[config.mk]
export PLATFORM = sky130hd
export DESIGN_NAME = counter_cmd_ctrl
export DESIGN_NICKNAME = d
export VERILOG_FILES = /design/src/rtl/counter_cmd_ctrl.sv
export SDC_FILE = /design/constraint.sdc
export NUM_CORES = 1
export LEC_CHECK = 0
export CORE_AREA = 5 5 42 44
export CTS_CLUSTER_SIZE = 28
export DETAILED_ROUTE_END_ITERATION = 16
export DIE_AREA = 0 0 47 49
export GPL_ROUTABILITY_DRIVEN = 0
export GPL_TIMING_DRIVEN = 0
export PLACE_DENSITY_LB_ADDON = 0.08
export SLEW_MARGIN = 20
export SYNTH_ARGS = -nofsm -noshare
export SYNTH_HDL_FRONTEND = slang
export SYNTH_SLANG_ARGS = --single-unit
export TNS_END_PERCENT = 20
[constraint.sdc]
create_clock -name clk -period 2.05 [get_ports clk]
set_input_delay 0.3075 -clock clk [delete_from_list [all_inputs] [get_ports clk]]
set_output_delay 0.3075 -clock clk [all_outputs]
set_load 0.01 [all_outputs]
[src/rtl/counter_cmd_ctrl.sv]
// Run/stop/clear/direction sequencer for the tick counter: arbitrates front-panel
// buttons against UART command bytes and drives registered counter controls.
module counter_cmd_ctrl #(
    parameter logic [7:0] CMD_RUN   = 8'h52,
    parameter logic [7:0] CMD_CLEAR = 8'h43,
    parameter logic [7:0] CMD_MODE  = 8'h4D
) (
    input  logic       clk,
    input  logic       reset,
    input  logic       i_btn_run_stop,
    input  logic       i_btn_clear,
    input  logic       i_sw_mode,
    input  logic       i_tick,
    input  logic       i_cmd_valid,
    input  logic [7:0] i_cmd_data,
    output logic       o_run_stop,
    output logic       o_clear,
    output logic       o_mode,
    output logic [1:0] o_state,
    output logic       o_cmd_ack,
    output logic       o_cmd_err
);
    localparam logic [1:0] ST_STOP  = 2'b00;
    localparam logic [1:0] ST_RUN   = 2'b01;
    localparam logic [1:0] ST_CLEAR = 2'b10;

    logic [1:0] r_state;
    logic       r_mode_flip;
    logic       r_run_stop;
    logic       r_clear;
    logic       r_mode;
    logic       r_cmd_ack;
    logic       r_cmd_err;

    logic [1:0] w_next;
    logic       w_in_clear;
    logic       w_btn_any;
    logic       w_cmd_known;
    logic       w_cmd_ok;
    logic       w_cmd_bad;
    logic       w_run_req;
    logic       w_clr_req;
    logic       w_target;

    assign w_in_clear  = (r_state == ST_CLEAR);
    assign w_btn_any   = i_btn_run_stop | i_btn_clear;
    assign w_cmd_known = (i_cmd_data == CMD_RUN) | (i_cmd_data == CMD_CLEAR) |
                         (i_cmd_data == CMD_MODE);
    // A command only survives when no button pulse competes and we are not clearing.
    assign w_cmd_ok    = i_cmd_valid & w_cmd_known & ~w_btn_any & ~w_in_clear;
    assign w_cmd_bad   = i_cmd_valid & ~w_cmd_ok;

    assign w_run_req = (i_btn_run_stop & ~w_in_clear) | (w_cmd_ok & (i_cmd_data == CMD_RUN));
    assign w_clr_req = (i_btn_clear    & ~w_in_clear) | (w_cmd_ok & (i_cmd_data == CMD_CLEAR));
    assign w_target  = i_sw_mode ^ r_mode_flip;

    always_comb begin
        w_next = ST_STOP;
        case (r_state)
            ST_STOP: begin
                if (w_clr_req)      w_next = ST_CLEAR;
                else if (w_run_req) w_next = ST_RUN;
                else                w_next = ST_STOP;
            end
            ST_RUN: begin
                if (w_clr_req)      w_next = ST_CLEAR;
                else if (w_run_req) w_next = ST_STOP;
                else                w_next = ST_RUN;
            end
            default: w_next = ST_STOP;
        endcase
    end

    always_ff @(posedge clk or posedge reset) begin
        if (reset) begin
            r_state     <= ST_STOP;
            r_mode_flip <= 1'b0;
            r_run_stop  <= 1'b0;
            r_clear     <= 1'b0;
            r_mode      <= 1'b0;
            r_cmd_ack   <= 1'b0;
            r_cmd_err   <= 1'b0;
        end else begin
            r_state     <= w_next;
            r_run_stop  <= (w_next == ST_RUN);
            r_clear     <= (w_next == ST_CLEAR);
            r_cmd_ack   <= w_cmd_ok;
            r_cmd_err   <= w_cmd_bad;
            r_mode_flip <= r_mode_flip ^ (w_cmd_ok & (i_cmd_data == CMD_MODE));
            // While running, direction may only change on a tick boundary.
            if (r_state != ST_RUN || i_tick)
                r_mode <= w_target;
        end
    end

    assign o_state    = r_state;
    assign o_run_stop = r_run_stop;
    assign o_clear    = r_clear;
    assign o_mode     = r_mode;
    assign o_cmd_ack  = r_cmd_ack;
    assign o_cmd_err  = r_cmd_err;
endmodule

==> results.cfg <==
[outcome]
run_status = complete, no violations

[floorplan]
die_width_um = 47
floorplan.rows = 14
pin_count = 22
start_util_pct = 28.7
die_height_um = 49
core_region_area_um2 = 1400
die_area_um2 = 2300

[setup_path]
setup.worst_path.class = in2reg
capture_point_of_the_worst_reg_to_reg_path = r_mode_flip
top_delay_family_on_crit_path = simple AND/OR/NAND/NOR gates
crit_buf_inv = 1
worst-endpoint-arrival_ns = 1.80
worstReg2RegStart = o_state[0]
rrSetupSlack_ns = 0.71
critical_path.startpoint_type = input pin
critPathRequiredTime_ns = 2.19
cell_depth_of_the_worst_flop_to_flop_path = 4
path_max_fanout = 3
worst_path_largest_cell_delay_ns = 0.47
cpMaxStageDelayCell = sky130_fd_sc_hd__clkdlybuf4s50_1
end_kind = register
critical_path.cell_chain = clkdlybuf4s50_1, or3b_4, nor4_4, nor3_1, mux2_2

[yosys]
synth_top_area_cell = sky130_fd_sc_hd__dfrtp_1
synth_fp_nets = 53
synth-warning-count = 0
synth.avg_cell_area_um2 = 10.6
synth-seq-cells = 8
synthCells = 38
netlist_area_um2 = 403
post_synth_main_area_contributors = sky130_fd_sc_hd__dfrtp_1 (50%), sky130_fd_sc_hd__mux2_2 (5.6%), sky130_fd_sc_hd__nor4_4 (5.3%)
synth_largest_type_area_fraction_pct = 49.7
post_synth_num_cell_types = 18
sequential_area_share_after_synthesis_pct = 49.7

[layout]
final_core_utilization_pct = 46.8
top_library_cells_by_usage_in_the_layout_fill_and_taps_aside = sky130_fd_sc_hd__clkdlybuf4s50_1 (21), sky130_fd_sc_hd__dfrtp_1 (8), sky130_fd_sc_hd__nor2_1 (5)
layout.cells.most_common = sky130_fd_sc_hd__clkdlybuf4s50_1
final_cells = 78
diodes = 0
areaGrowthSynthToFinish_pct = 62.7
design.final.nets = 79
drive_above_1_share_pct = 11.3

[clock_tree]
clkSlewWorstSetupHoldPaths_ns = 0.06
tritoncts = yes
clock-root-buffer = sky130_fd_sc_hd__clkbuf_4
later_pin_clock_latency_in_the_skew_report_ns = 0.25
cts-buffers-inserted = 3
cts_repair_resize_count = 0
cts.repair_timing.setup_buffer_count = 0
clock_tree.htree_level_count = 1
numClockSinks = 8
hold_buffer_count_at_cts = 0
cts_max_path_buffers = 2

[grt]
grt_antenna_before_repair = 0
wire_length_of_the_first_global_routing_pass_um = 1370
grt-ovfl-total = 0
grt_max_degree = 9
first_global_vias = 331
total_routing_usage_reported_by_global_routing_pct = 8.65

[power]
totalPowerFinal_uw = 365
ir_worst_vdd_mv = 0.251
p_leak_uw = 0.000260
powerDensity_nw_per_um2 = 557

[sta]
timing.setup.tns_ns = 0
finalMaxSlewViolations = 0
final_critical_path_setup_slack_ns = 0.388
worst-slew-pin-transition_ns = 0.469
relSlewSlack_pct = 68.7
layout_min_cycle_time_ns = 1.66
period_share_pct = 81.1
timing.fmax_mhz = 602
timing.final.setup_violations = 0
unrepaired_setup_endpoints_after_global_routing = false
hold_viol_final = 0
finalClockSkew_ns = 0.00660

[route]
routed_length_per_instance_um = 10.3
drt-total-wl_um = 802
post_drt_via_cell_ratio = 4.56
drt_iter0_drc = 3
detail_route.drc_violations = 0
detail-route-antenna-nets = 0
number_of_optimization_iterations_in_the_first_detailed_route_pass = 2
via_count_of_the_routed_design = 356

[placement]
place.detailed.hpwl_um = 713
portBuffers = 21
numPlacedInstances = 75
detailedPlace.worstSlack_ns = 0.110

[min_path]
timing.hold.worst.class = in2async

[run]
maxCapViolCount = 0
flip-flops by register name (all words and copies together) (netlist names):
register	count
o_state	2
o_clear	1
o_cmd_ack	1
o_cmd_err	1
o_mode	1
o_run_stop	1
r_mode_flip	1
cell families (layout without fill, tap and decap cells):
group	Yosys count	count (layout)	synth area share, %
AO/OA/AOI/OAI	6	6	9.94
XOR/XNOR	2	2	4.35
buffers and inverters	2	26	1.86
flip-flops	8	8	49.7
multiplexers	2	2	5.59
AND/OR/NAND/NOR	18	18	28.6
synth_stat cells:
cell                        number
sky130_fd_sc_hd__or3b_4          1
sky130_fd_sc_hd__nor3_1          2
sky130_fd_sc_hd__nand2b_1        3
sky130_fd_sc_hd__mux2_2          2
sky130_fd_sc_hd__a2111oi_1       1
sky130_fd_sc_hd__inv_1           2
sky130_fd_sc_hd__nor2b_1         1
sky130_fd_sc_hd__a211oi_1        1
sky130_fd_sc_hd__a21oi_1         2
sky130_fd_sc_hd__nand4bb_1       1
sky130_fd_sc_hd__nor4_1          1
sky130_fd_sc_hd__o21ai_0         1
sky130_fd_sc_hd__dfrtp_1         8
sky130_fd_sc_hd__nand2_1         3
sky130_fd_sc_hd__nor2_1          5
sky130_fd_sc_hd__nor4_4          1
sky130_fd_sc_hd__xnor2_1         2
sky130_fd_sc_hd__o21a_1          1
where the power goes:
part	switching, µW	internal (µW)
Clock	50.5	66.8
Sequential	5.77	167
Combinational	26.8	48.7
worst register-to-register path: cells and delay by family (launching register included):
family | cells | cell delay (ns)
XOR/XNOR | 1 | 0.14
buffers and inverters | 1 | 0.07
AO/OA/AOI/OAI | 1 | 0.50
AND/OR/NAND/NOR | 1 | 0.12
flip-flops | 1 | 0.39
cell type report:
cell class                      count  area [µm²]
Multi-Input combinational cell     28         195
Inverter                            2        7.51
Clock buffer                        3        22.5
Tap cell                           16        20.0
Timing Repair Buffer               21         210
Sequential cell                     8         200
Fill cell                         143         746
routing by layer:
metal	vias up	wire length, µm	GRT usage [%]
met5	-	0	0
met4	0	14	8.29
met3	2	100	3.32
met2	15	359	11.5
met1	154	327	9.89
li1	185	-	-
per-stage QoR:
step | area (µm²) | hold slack (ns)
final | 656 | 0.295
after global routing | 656 | 0.339
after CTS | 656 | 0.307
after detailed placement | 633 | 0.483
after global placement | 633 | 0.470
after floorplan | 403 | 0.123
how the worst max path moves through the flow:
stage | startpoint | to | slack (ns) | depth (start not counted)
finish | i_cmd_data[1] | o_run_stop | 0.39 | 5
global route | i_cmd_data[1] | o_run_stop | 0.35 | 5
CTS | i_cmd_data[1] | o_run_stop | 0.38 | 5
detailed placement | i_cmd_data[1] | o_run_stop | 0.11 | 5
global placement | i_cmd_data[1] | o_run_stop | 0.11 | 5
floorplan | i_cmd_data[3] | o_run_stop | 0.64 | 4
Note: power is estimated with default switching activity, not from simulation.
